File: src/rtl/serializer.sv
`default_nettype none
// ============================================================================
// Module   : serializer
// Purpose  : Parallel-in, serial-out converter. Accepts a DATA_WIDTH-bit word
//            over a valid/ready handshake and emits it one bit per clock,
//            MSB or LSB first. Back-to-back words stream with no idle bit.
// Revision : 1.0 - initial release
// ============================================================================
module serializer #(
  parameter int DATA_WIDTH = 16,
  parameter bit MSB_FIRST  = 1'b1
) (
  input  logic                  clk,
  input  logic                  reset,
  input  logic [DATA_WIDTH-1:0] din,
  input  logic                  din_valid,
  output logic                  din_ready,
  output logic                  dout,
  output logic                  dout_valid,
  output logic                  dout_last
);

  localparam int                 c_CNT_W    = (DATA_WIDTH > 1) ? $clog2(DATA_WIDTH) : 1;
  localparam logic [c_CNT_W-1:0] c_CNT_LAST = c_CNT_W'(DATA_WIDTH - 1);
  localparam logic [c_CNT_W-1:0] c_CNT_ONE  = c_CNT_W'(1);

  typedef enum logic [0:0] {
    ST_IDLE  = 1'b0,
    ST_SHIFT = 1'b1
  } state_t;

  state_t                  state_q, state_d;
  logic [DATA_WIDTH-1:0]   shreg_q, shreg_d;
  logic [c_CNT_W-1:0]      cnt_q, cnt_d;
  logic                    dout_valid_q, dout_valid_d;
  logic                    dout_last_q, dout_last_d;

  logic                    w_on_last;
  logic                    w_accept;
  logic [c_CNT_W-1:0]      w_cnt_inc;
  logic [DATA_WIDTH-1:0]   w_shifted;
  logic                    w_out_bit;

  // The bit on the wire is always the outgoing end of the shift register, so
  // dout is a flop output; clearing the register on IDLE forces dout to 0.
  generate
    if (MSB_FIRST) begin : g_msb_first
      assign w_out_bit = shreg_q[DATA_WIDTH-1];
      assign w_shifted = {shreg_q[DATA_WIDTH-2:0], 1'b0};
    end else begin : g_lsb_first
      assign w_out_bit = shreg_q[0];
      assign w_shifted = {1'b0, shreg_q[DATA_WIDTH-1:1]};
    end
  endgenerate

  assign w_on_last = (state_q == ST_SHIFT) && (cnt_q == c_CNT_LAST);
  assign w_cnt_inc = cnt_q + c_CNT_ONE;

  // Ready depends only on registered state (and reset), never on din_valid,
  // so the producer can safely derive din_valid from din_ready.
  assign din_ready = ~reset & ((state_q == ST_IDLE) | w_on_last);
  assign w_accept  = din_valid & din_ready;

  assign dout       = w_out_bit;
  assign dout_valid = dout_valid_q;
  assign dout_last  = dout_last_q;

  // Next-state: load on handshake, otherwise shift or return to IDLE.
  always_comb begin
    state_d      = state_q;
    shreg_d      = shreg_q;
    cnt_d        = cnt_q;
    dout_valid_d = dout_valid_q;
    dout_last_d  = dout_last_q;

    if (w_accept) begin
      state_d      = ST_SHIFT;
      shreg_d      = din;
      cnt_d        = '0;
      dout_valid_d = 1'b1;
      dout_last_d  = 1'b0;
    end else if (state_q == ST_SHIFT) begin
      if (cnt_q == c_CNT_LAST) begin
        state_d      = ST_IDLE;
        shreg_d      = '0;
        cnt_d        = '0;
        dout_valid_d = 1'b0;
        dout_last_d  = 1'b0;
      end else begin
        shreg_d      = w_shifted;
        cnt_d        = w_cnt_inc;
        dout_valid_d = 1'b1;
        dout_last_d  = (w_cnt_inc == c_CNT_LAST);
      end
    end
  end

  // State and output registers with synchronous reset; reset aborts any word.
  always_ff @(posedge clk) begin
    if (reset) begin
      state_q      <= ST_IDLE;
      shreg_q      <= '0;
      cnt_q        <= '0;
      dout_valid_q <= 1'b0;
      dout_last_q  <= 1'b0;
    end else begin
      state_q      <= state_d;
      shreg_q      <= shreg_d;
      cnt_q        <= cnt_d;
      dout_valid_q <= dout_valid_d;
      dout_last_q  <= dout_last_d;
    end
  end

endmodule
`default_nettype wire

File: config.mk
export PLATFORM = sky130hd
export DESIGN_NAME = serializer
export DESIGN_NICKNAME = d
export VERILOG_FILES = /design/src/rtl/serializer.sv
export SDC_FILE = /design/constraint.sdc
export NUM_CORES = 1
export LEC_CHECK = 0
export BUFFER_PORTS_ARGS = -buffer_cell sky130_fd_sc_hd__buf_2
export CORE_MARGIN = 4
export CORE_UTILIZATION = 45
export DETAILED_ROUTE_END_ITERATION = 10
export GPL_TIMING_DRIVEN = 0
export PLACE_DENSITY_LB_ADDON = 0.15
export SLEW_MARGIN = 40
export SYNTH_ARGS = -nofsm -noshare
export SYNTH_HDL_FRONTEND = slang
export SYNTH_SLANG_ARGS = --single-unit
File: constraint.sdc
create_clock -name clk -period 3.4 [get_ports clk]
set_clock_uncertainty 0.05 [all_clocks]
set_input_delay 0.34 -clock clk [delete_from_list [all_inputs] [get_ports clk]]
set_output_delay 0.34 -clock clk [all_outputs]
set_load 0.01 [all_outputs]
---- Yosys cells after proc, flatten, opt, wreduce, memory -nomap -nowiden ----
Index checks and enable logic that the tools add are counted.
storage, ports and cells
  register bits after elaboration ......... 23
  input bits .............................. 19
  output and inout bits ................... 4
  logic and storage cells ................. 26
operators by class
  add/subtract/negate cells ............... 1
  eq/ne operators ......................... 2
  multiplexer cells ....................... 10
  bitwise operators ....................... 5
  reductions and logical operators ........ 3
operators by type and width
  cell                                         number
  two-way mux 16 bit                           3
  == test 4 bit, second input constant         2
  two-way mux 1 bit                            6
  adder 4 x 1 -> 4 bit, second input constant  1
  two-way mux 4 bit                            1
  AND 1 bit                                    2
  NOT 1 bit                                    2
  nonzero test 2 bit                           1
  OR reduction 2 bit                           1
  logical AND 1 bit                            1
  bitwise OR 1 bit                             1

---- Longest topological paths before layout ----
Gate-level depths: netlist of the first run.
  word-level depth ........................ 6
  depth in mapped cells ................... 6
  depth with buffers taken out ............ 5

---- Least setup slack after synthesis of the first run ----
No wires, ideal clock.
  path type ............................... register -> output
  start point ............................. register cnt_q[1]
  end point ............................... output din_ready
  arrival time ............................ 1215 ps
  data required time ...................... 3010 ps
  setup slack ............................. 1795 ps
  cell stages (with the launch flop) ...... 7
  path buffers ............................ 2
  cells stage by stage .................... dfxtp_1 > ha_1 > nand3_1 > and2_1 > buf_6 > buf_8 > nor2_1
on the way
  cells in the longest elaborated chain, start to end .. 4
RTL lines
  item                    line  text
  start, declared         34    logic [c_CNT_W-1:0] cnt_q, cnt_d;
  start signal, assigned  109   cnt_q <= cnt_d;
  == test 4 bit           56    assign w_on_last = (state_q == ST_SHIFT) && (cnt_q == c_CNT_LAST);
  logical AND 1 bit       56
  bitwise OR 1 bit        61    assign din_ready = ~reset & ((state_q == ST_IDLE) | w_on_last);
  AND 1 bit               61
  end, declared           17    output logic din_ready,
Every way passes these cells.

---- Worst setup path in the final report of the first run ----
  start point ............................. register cnt_q[0]
  end point ............................... output din_ready
Same word-level chain as after synthesis.

==> load_flow_metrics.sql, run 1 <==
INSERT INTO impl_metrics (metric_group, metric, value, unit) VALUES
('logic_synthesis', 'count_of_different_cell_masters_after_synthesis', '33', ''),
('logic_synthesis', 'xor_xnor_share_of_the_synthesized_area', '0.0141', ''),
('finish', 'postLayoutCellArea', '1410', 'um2'),
('drt', 'drt-total-wl', '2820', 'um'),
('die', 'design.core.area', '2540', 'um2'),
('placed_design', 'place_inst', '186', ''),
('critical_path', 'cp.required', '3.01', 'ns'),
('sta', 'report.final.slew_viol_count', '0', ''),
('power', 'p_comb_frac', '0.169', ''),
('power', 'power.switching_fraction', '0.278', ''),
('logic_synthesis', 'synth_adder_area_share', '0.0202', ''),
('clock_tree', 'post-cts-setup-buffer-count', '0', ''),
('clock_tree', 'clock_insertion_delay_worst_skew', '0.31', 'ns'),
('power', 'seq_power_share', '0.575', ''),
('run_status', 'run_status', 'completed', ''),
('power', 'static-leakage-power', '0.582', 'nW'),
('sta', 'max_slew_margin', '0.690', ''),
('die', 'die-width', '60.5', 'um'),
('placed_design', 'detailed_place_hpwl', '2010', 'um'),
('power', 'power.share.clock', '0.256', ''),
('critical_path', 'worstSetupPathType', 'reg -> out', ''),
('logic_synthesis', 'post_synth_instance_area', '1240', 'um2'),
('logic_synthesis', 'avgSynthCellArea', '9.19', 'um2'),
('sta', 'setup_viol_count_final', '0', ''),
('finish', 'layout-drive-gt1-share', '0.319', ''),
('global_routing', 'grt_pass1_wl', '4580', 'um'),
('die', 'starting_density', '0.488', ''),
('logic_synthesis', 'synth_nets', '156', ''),
('logic_synthesis', 'yosys-top-cells-area', 'dfxtp_1 37%, nand4b_1 11%, o211ai_2 10%', ''),
('global_routing', 'grt_antenna_before_repair', '0', ''),
('drt', 'detail_route.drc_violations', '0', ''),
('clock_tree', 'ctsHoldBuffers', '0', ''),
('drt', 'avgViaCountPerCell', '5.61', ''),
('critical_path', 'path_max_fanout', '10', ''),
('finish', 'non_filler_cells_final', '190', ''),
('drt', 'wire_per_inst', '14.8', 'um'),
('power', 'internal_power', '0.369', 'mW'),
('placed_design', 'gpl.final_weighted_congestion', '0.797', ''),
('sta', 'setup_tns', '0', 'ns'),
('critical_path', 'critical_path.startpoint_type', 'flip-flop', ''),
('logic_synthesis', 'synth-seq-cells', '23', ''),
('sta', 'timing.final.crit_share', '0.625', ''),
('logic_synthesis', 'ys.flop_type', 'dfxtp_1', ''),
('placed_design', 'place.port_buffers', '21', ''),
('min_path', 'min_delay_path_depth', '3', ''),
('clock_tree', 'cts.clk_slew.worst_paths', '0.13', 'ns'),
('finish', 'multiInputGateArea', '681', 'um2'),
('die', 'num_io_pins', '23', ''),
('global_routing', 'largest_net_degree_at_the_start_of_global_routing', '14', ''),
('critical_path', 'arrival_worst_endpoint', '1.74', 'ns'),
('logic_synthesis', 'async_flop_share', '0', ''),
('power', 'irDropWorstVdd', '0.000260', 'V'),
('logic_synthesis', 'synth_mux_area_frac', '0.00806', ''),
('power', 'power.density_cell_area', '362', 'nW/um2'),
('drt', 'drt_first_iter_violations', '68', ''),
('drt', 'first_pass_iteration_count_of_the_detailed_router', '4', ''),
('global_routing', 'global_route.usage.total', '0.164', ''),
('global_routing', 'grt.overflow.total', '0', ''),
('global_routing', 'first_global_vias', '993', ''),
('logic_synthesis', 'post-synth-top-area-fraction', '0.371', ''),
('logic_synthesis', 'share_of_the_yosys_chip_area_belonging_to_registers', '0.371', ''),
('clock_tree', 'cts.sink_count', '23', ''),
('clock_tree', 'clock_tree_from_tritoncts', 'yes', ''),
('finish', 'final-seq-area', '460', 'um2'),
('clock_tree', 'cts_htree_levels', '1', ''),
('logic_synthesis', 'synth_enable_flop_cells', '0', ''),
('min_path', 'holdCritPathClass', 'in -> reg', ''),
('clock_tree', 'cts-resized-gates', '0', ''),
('die', 'die_height', '60.5', 'um'),
('sta', 'fmax', '0.471', 'GHz'),
('clock_tree', 'tritoncts.num_buffers', '3', '');
metrics by stage:
stage          power [mW]  setup WS, ns
2_1_floorplan       0.358          1.80
3_3_place_gp        0.383          1.68
3_5_place_dp        0.387          1.64
4_1_cts             0.516          1.27
5_1_grt             0.537          1.16
6_report            0.511          1.27
path summary, 6_finish.rpt:
path | from | endpoint | slack (ns)
worst max-delay path | cnt_q[0] | din_ready | 1.27
worst max register to register | cnt_q[0] | shreg_q[1] | 1.84
worst min-delay path | din[9] | shreg_q[9] | 0.22
worst min register to register | shreg_q[2] | shreg_q[2] | 0.44
critical path, stage by stage, from the launching register on:
cell and delay (ns):
dfxtp_1 0.40, ha_1 0.24, nand3_1 0.10, and2_1 0.18
buf_6 0.14, buf_8 0.15, nor2_1 0.08, buf_2 0.13
cell type report:
type                            count  share of cell area
Multi-Input combinational cell     97               0.482
Clock inverter                      1             0.00355
Clock buffer                        3              0.0160
Buffer                             13              0.0656
Sequential cell                    23               0.326
Tap cell                           30              0.0266
Timing Repair Buffer               21              0.0745
Inverter                            2             0.00532
flip-flops by register name, summed over array words and instances, names as in the netlist:
signal	count
dout_valid	1
dout_last	1
shreg_q	16
cnt_q	4
state_q	1
power groups by stage:
stage                     Combinational [mW]  Clock, mW  Sequential (mW)
after detailed placement              0.0868          0            0.300
after CTS                             0.0871      0.135            0.294
final                                 0.0863      0.131            0.294
after global routing                  0.0955      0.146            0.296
after global placement                0.0838          0            0.299
after floorplan                       0.0598          0            0.299
cells by family after synthesis:
logic type | after synthesis
buf+inv | 15
fa+ha+maj | 2
compound gates | 24
mux | 1
xor+xnor | 2
flops | 23
simple gates | 68
placed cells by master, fill, tap and decap left out, types with 2 or more instances in the layout:
cell	netlist	routed
nand2_1	30	30
buf_2	5	26
dfxtp_1	23	23
nand4b_1	15	15
o211ai_2	10	10
nor2_1	7	7
o211ai_1	4	4
nand3_1	3	3
buf_4	3	3
a21oi_1	3	3
nor3b_1	3	3
clkbuf_4	0	3
inv_1	2	2
buf_6	2	2
xor2_1	2	2
o31ai_1	2	2
nand2b_1	2	2
a31oi_1	2	2
ha_1	2	2
routing by layer:
layer | track usage | share of wire
met2 | 0.255 | 0.45
met1 | 0.237 | 0.49
met3 | 0.0234 | 0.045
met5 | 0 | 0
met4 | 0.0464 | 0.010
Note: power is estimated with default switching activity, not from simulation.
==> run 2, diff against run 1 <==
==> constraint.sdc (replaced) <==
create_clock -name clk -period 1.7 [get_ports clk]
set_clock_uncertainty 0.05 [all_clocks]
set_input_delay 0.17 -clock clk [delete_from_list [all_inputs] [get_ports clk]]
set_output_delay 0.17 -clock clk [all_outputs]
set_load 0.01 [all_outputs]
==> run 2 against run 1 <==
Non-clock buffer count grew 5. Sequential cell count is the same. Sequential share of layout area decreased by 0.81 points. Critical path depth down 2. Register-to-register slack lost 1.6 ns. Die area is the same. Final cell count is 2.6% higher. Wire length increased by 0.96%. Count of clock-buffer cells in the layout unchanged. Clock power rose by 100%. Critical endpoint unchanged.
==> load_flow_metrics.sql, run 2 (same netlist as run 1, synthesis figures left out) <==
INSERT INTO impl_metrics (metric_group, metric, value, unit) VALUES
('run_status', 'run_status', 'completed', ''),
('critical_path', 'worstSetupPathType', 'reg -> out', ''),
('sta', 'fin_crit', '1.57', 'ns'),
('finish', 'mostFrequentLayoutCell', 'nand2_1', ''),
('sta', 'timing.final.crit_share', '0.923', ''),
('power', 'static-leakage-power', '0.605', 'nW'),
('critical_path', 'reg2regPathDepth', '6', ''),
('finish', 'nNetsFinal', '187', ''),
('drt', 'first_pass_iteration_count_of_the_detailed_router', '4', ''),
('clock_tree', 'clk_root_buffer_cell', 'clkbuf_4', ''),
('sta', 'final_hold_viol_count', '0', ''),
('sta', 'fmax', '0.637', 'GHz'),
('critical_path', 'timing.critical_path.to_type', 'output pin', ''),
('clock_tree', 'cts_htree_levels', '1', ''),
('critical_path', 'critPathMaxStageDelay', '0.38', 'ns'),
('global_routing', 'first_global_vias', '1022', ''),
('clock_tree', 'clock_insertion_delay_worst_skew', '0.31', 'ns'),
('global_routing', 'global_route.usage.total', '0.167', ''),
('critical_path', 'critical_path.startpoint_type', 'flip-flop', ''),
('clock_tree', 'cts_max_path_bufs', '2', ''),
('min_path', 'holdCritPathClass', 'in -> reg', ''),
('global_routing', 'grt.overflow.total', '0', ''),
('clock_tree', 'tritoncts.num_buffers', '3', ''),
('sta', 'rsz0062_at_grt', 'no', ''),
('power', 'irDropWorstVdd', '0.000520', 'V'),
('drt', 'avgViaCountPerCell', '5.55', ''),
('placed_design', 'detailed_place_hpwl', '2010', 'um'),
('die', 'dieArea', '3660', 'um2'),
('drt', 'drt-total-wl', '2840', 'um'),
('drt', 'antenna_violating_nets_post_route', '0', ''),
('drt', 'routed-via-count', '1083', ''),
('die', 'std_cell_rows', '18', ''),
('flow_run', 'maxCapViolCount', '0', ''),
('global_routing', 'grt_antenna_before_repair', '0', ''),
('die', 'num_io_pins', '23', ''),
('critical_path', 'path_max_fanout', '6', ''),
('clock_tree', 'clock_tree_from_tritoncts', 'yes', ''),
('finish', 'max_flop_register', 'shreg_q', ''),
('sta', 'hold-worst-slack', '0.0510', 'ns'),
('clock_tree', 'cts.clk_slew.worst_paths', '0.13', 'ns'),
('min_path', 'min_delay_path_depth', '3', ''),
('critical_path', 'cp.required', '1.48', 'ns'),
('drt', 'wire_per_inst', '14.6', 'um'),
('placed_design', 'place.port_buffers', '21', ''),
('critical_path', 'r2r_slack', '0.23', 'ns'),
('finish', 'flip_flop_count_of_the_largest_register_all_copies_and_words_added', '16', ''),
('die', 'starting_density', '0.488', ''),
('die', 'die_height', '60.5', 'um'),
('critical_path', 'crit_chain', 'ha_4, nand3_1, and2_4, nor2_1, buf_2', ''),
('sta', 'max_slew_margin', '0.689', ''),
('power', 'power.density_cell_area', '710', 'nW/um2'),
('critical_path', 'arrival_worst_endpoint', '1.35', 'ns'),
('finish', 'layout-drive-gt1-share', '0.364', ''),
('sta', 'report.final.slew_viol_count', '0', ''),
('sta', 'tightest_slew', '0.466', 'ns'),
('clock_tree', 'cts.sink_count', '23', ''),
('global_routing', 'largest_net_degree_at_the_start_of_global_routing', '17', ''),
('drt', 'drt_first_iter_violations', '48', ''),
('global_routing', 'grt_pass1_wl', '4660', 'um'),
('sta', 'setup_tns', '0', 'ns'),
('critical_path', 'cp_slowest_cell', 'dfxtp_2', ''),
('die', 'design.core.area', '2540', 'um2'),
('placed_design', 'gpl.final_weighted_congestion', '0.797', ''),
('drt', 'detail_route.drc_violations', '0', ''),
('die', 'die-width', '60.5', 'um'),
('finish', 'diode_insertion_count_for_antenna_repair', '0', ''),
('sta', 'setup_viol_count_final', '0', ''),
('finish', 'area_growth', '17.2', '%'),
('finish', 'layout_common_cells', '30 x nand2_1, 26 x buf_2, 21 x dfxtp_1', ''),
('finish', 'biggestRegsByFlops', 'shreg_q x16, cnt_q x4', '');
## run 2: path summary, 6_finish.rpt
check / to / from
worst max-delay path: din_ready / cnt_q[0]
worst min-delay path: shreg_q[9] / din[9]
worst max register to register: shreg_q[1] / cnt_q[0]
worst min register to register: shreg_q[2] / shreg_q[2]
## run 2: report_power, final
group / internal [mW] / switching, mW / leakage [nW] / total (mW)
sequential: 0.570 / 0.0186 / 0.190 / 0.589
combinational: 0.0868 / 0.0941 / 0.398 / 0.181
clock: 0.0880 / 0.176 / 0.0177 / 0.264
total: 0.745 / 0.288 / 0.605 / 1.03
## run 2: layout make-up
cell class | count | area [um2]
Sequential cell | 23 | 463
Timing Repair Buffer | 28 | 158
Inverter | 2 | 7.51
Buffer | 11 | 66.3
Fill cell | 257 | 1090
Tap cell | 30 | 37.5
Multi-Input combinational cell | 97 | 696
Clock inverter | 1 | 5.00
Clock buffer | 3 | 22.5
## run 2: metrics by stage
stage / total power, mW / utilization / setup WS [ns] / instance area [um2] / std cells
final: 1.03 / 0.572 / 0.131 / 1460 / 195
after global routing: 1.09 / 0.572 / 0.0332 / 1460 / 195
after CTS: 1.03 / 0.557 / 0.0111 / 1420 / 190
after detailed placement: 0.774 / 0.544 / 0.110 / 1380 / 186
after global placement: 0.766 / 0.544 / 0.149 / 1380 / 186
after floorplan: 0.717 / - / 0.265 / 1240 / 135
## run 2: what timing repair did
action / CTS / global route
hold buffers: 0 / 0
endpoints found under the setup margin: 1 / 1
setup buffers: 2 / 5
gates resized for setup: 5 / 0
hold endpoints to repair: 0 / 0
## run 2: worst max-delay path: cells and delay by family, from the launching register on
kind	cells	cell delay [ns]
fa+ha+maj	1	0.15
flops	1	0.38
simple gates	3	0.37
buf+inv	1	0.13
## run 2: routing by layer
metal / part of all wire / global-route usage / vias to the layer above
met4: 0.011 / 0.0526 / 0
li1: - / - / 543
met2: 0.47 / 0.267 / 27
met5: 0 / 0 / -
met3: 0.051 / 0.0234 / 4
met1: 0.47 / 0.234 / 509
==> run 3, diff against run 2 <==
--- a/config.mk
+++ b/config.mk
@@ -6,6 +6,7 @@
 export NUM_CORES = 1
 export LEC_CHECK = 0
 export BUFFER_PORTS_ARGS = -buffer_cell sky130_fd_sc_hd__buf_2
+export CORE_ASPECT_RATIO = 0.9
 export CORE_MARGIN = 4
 export CORE_UTILIZATION = 45
 export DETAILED_ROUTE_END_ITERATION = 10
==> run 3 against run 2 <==
Sequential cell count unchanged. Maximum frequency is 0.43% higher. Global-route usage increased by 0.57 points. Via count is essentially flat. Critical path depth unchanged. Critical path type unchanged. Combinational power fell by 2%. Core utilization decreased by 0.36 points.
==> load_flow_metrics.sql, run 3 (same netlist as run 1, synthesis figures left out) <==
INSERT INTO impl_metrics (metric_group, metric, value, unit) VALUES
('clock_tree', 'cts.clk_slew.worst_paths', '0.13', 'ns'),
('placed_design', 'detailed_place_hpwl', '1980', 'um'),
('global_routing', 'grt.overflow.total', '0', ''),
('sta', 'rsz0062_at_grt', 'no', ''),
('global_routing', 'grt_pass1_wl', '4970', 'um'),
('finish', 'flip_flop_count_of_the_largest_register_all_copies_and_words_added', '16', ''),
('finish', 'nNetsFinal', '184', ''),
('clock_tree', 'tritoncts.num_buffers', '3', ''),
('finish', 'multiInputGateArea', '708', 'um2'),
('sta', 'tightest_slew', '0.513', 'ns'),
('clock_tree', 'cts_max_path_bufs', '2', ''),
('drt', 'first_pass_iteration_count_of_the_detailed_router', '4', ''),
('min_path', 'holdCritPathClass', 'in -> reg', ''),
('run_status', 'run_status', 'completed', ''),
('sta', 'max_slew_margin', '0.658', ''),
('sta', 'setup_viol_count_final', '0', ''),
('die', 'num_io_pins', '23', ''),
('sta', 'report.final.slew_viol_count', '0', ''),
('drt', 'detail_route.drc_violations', '0', ''),
('sta', 'fmax', '0.640', 'GHz'),
('die', 'dieArea', '3660', 'um2'),
('die', 'die-width', '63.4', 'um'),
('clock_tree', 'cts_htree_levels', '1', ''),
('finish', 'area_growth', '16.8', '%'),
('sta', 'final_hold_viol_count', '0', ''),
('critical_path', 'crit-reg2reg-launch', 'cnt_q[0]', ''),
('drt', 'drt_first_iter_violations', '46', ''),
('critical_path', 'path_max_fanout', '3', ''),
('finish', 'layout_common_cells', '30 x nand2_1, 25 x buf_2, 21 x dfxtp_1', ''),
('sta', 'timing.final.crit_share', '0.919', ''),
('critical_path', 'critical_path.startpoint_type', 'flip-flop', ''),
('power', 'irDropWorstVdd', '0.000501', 'V'),
('drt', 'wire_per_inst', '15.4', 'um'),
('finish', 'fillerInstances', '255', ''),
('critical_path', 'worst_r2r_endpoint', 'shreg_q[1]', ''),
('critical_path', 'timing.critical_path.to_type', 'output pin', ''),
('power', 'static-leakage-power', '0.591', 'nW'),
('drt', 'routed-via-count', '1084', ''),
('power', 'power.density_cell_area', '714', 'nW/um2'),
('clock_tree', 'clock_tree_from_tritoncts', 'yes', ''),
('min_path', 'min_delay_worst_endpoint', 'shreg_q[8]', ''),
('finish', 'layout-drive-gt1-share', '0.358', ''),
('die', 'design.core.area', '2550', 'um2'),
('drt', 'avgViaCountPerCell', '5.71', ''),
('global_routing', 'grt_antenna_before_repair', '0', ''),
('die', 'die_height', '57.8', 'um'),
('critical_path', 'cp.required', '1.48', 'ns'),
('finish', 'biggestRegsByFlops', 'shreg_q x16, cnt_q x4', ''),
('sta', 'setup_tns', '0', 'ns'),
('die', 'starting_density', '0.486', ''),
('min_path', 'min_delay_path_depth', '3', ''),
('sta', 'setup_ws', '0.138', 'ns'),
('placed_design', 'place.port_buffers', '21', ''),
('global_routing', 'global_route.usage.total', '0.173', ''),
('placed_design', 'gpl.final_weighted_congestion', '0.760', ''),
('global_routing', 'first_global_vias', '1078', ''),
('min_path', 'hp-start', 'din[8]', ''),
('critical_path', 'worstSetupPathType', 'reg -> out', ''),
('flow_run', 'maxCapViolCount', '0', ''),
('critical_path', 'arrival_worst_endpoint', '1.34', 'ns'),
('drt', 'antenna_violating_nets_post_route', '0', ''),
('global_routing', 'largest_net_degree_at_the_start_of_global_routing', '16', ''),
('die', 'std_cell_rows', '17', ''),
('finish', 'final-seq-area', '465', 'um2'),
('finish', 'mostFrequentLayoutCell', 'nand2_1', ''),
('placed_design', 'dp_slack', '0.0861', 'ns'),
('critical_path', 'r2r_slack', '0.25', 'ns'),
('critical_path', 'reg2regPathDepth', '6', ''),
('clock_tree', 'clk_root_buffer_cell', 'clkbuf_4', ''),
('clock_tree', 'clock_insertion_delay_worst_skew', '0.33', 'ns'),
('drt', 'drt-total-wl', '2930', 'um'),
('finish', 'diode_insertion_count_for_antenna_repair', '0', ''),
('finish', 'max_flop_register', 'shreg_q', ''),
('clock_tree', 'cts.sink_count', '23', ''),
('sta', 'fin_crit', '1.56', 'ns');
run 3: where the power goes:
part	total [mW]	switching, mW	internal, mW	leakage (nW)
combinational	0.177	0.0954	0.0821	0.386
sequential	0.589	0.0193	0.569	0.190
clock	0.269	0.177	0.0922	0.0150
run 3: layer usage:
| metal | GRT usage | vias up | wire (um) |
|---|---|---|---|
| met5 | 0 | - | 0 |
| li1 | - | 540 | - |
| met3 | 0.0562 | 6 | 131 |
| met2 | 0.283 | 18 | 1400 |
| met4 | 0.0677 | 0 | 57 |
| met1 | 0.212 | 520 | 1340 |
run 3: critical path, stage by stage (launching register included):
cell	delay [ns]
dfxtp_4	0.38
ha_4	0.14
nand3_2	0.08
and2_4	0.19
nor2_4	0.12
buf_6	0.12
run 3: metrics by stage:
step / utilization / total power [mW] / hold slack, ns / cell area [um2] / std cells
detailed placement: 0.541 / 0.773 / 0.397 / 1380 / 184
floorplan: - / 0.717 / 0.281 / 1240 / 135
CTS: 0.566 / 1.05 / 0.0365 / 1440 / 190
global route: 0.568 / 1.09 / 0.0355 / 1450 / 190
finish: 0.568 / 1.04 / 0.0386 / 1450 / 190
global placement: 0.541 / 0.767 / 0.388 / 1380 / 184
run 3: final cells by class:
class                      instances  share of cell area
tap                               28              0.0242
sequential                        23               0.321
clock buffer                       4              0.0181
timing repair buffer              25              0.0975
multi-input combinational         97               0.488
inverter                           2             0.00518
buffer                            11              0.0457
run 3: worst max-delay path by stage:
stage / start / endpoint / slack [ns]
after floorplan: cnt_q[1] / din_ready / 0.27
after global placement: cnt_q[1] / din_ready / 0.15
after detailed placement: cnt_q[1] / din_ready / 0.09
after CTS: cnt_q[1] / din_ready / 0.02
after global routing: cnt_q[0] / din_ready / 0.06
final: cnt_q[0] / din_ready / 0.14
run 3: what timing repair did:
item / 4_1_cts / 5_1_grt
endpoints found under the setup margin: 1 / 1
pin swaps: 1 / 2
buffers inserted: 3 / 1
gates resized for setup: 8 / 4
hold buffers: 0 / 0
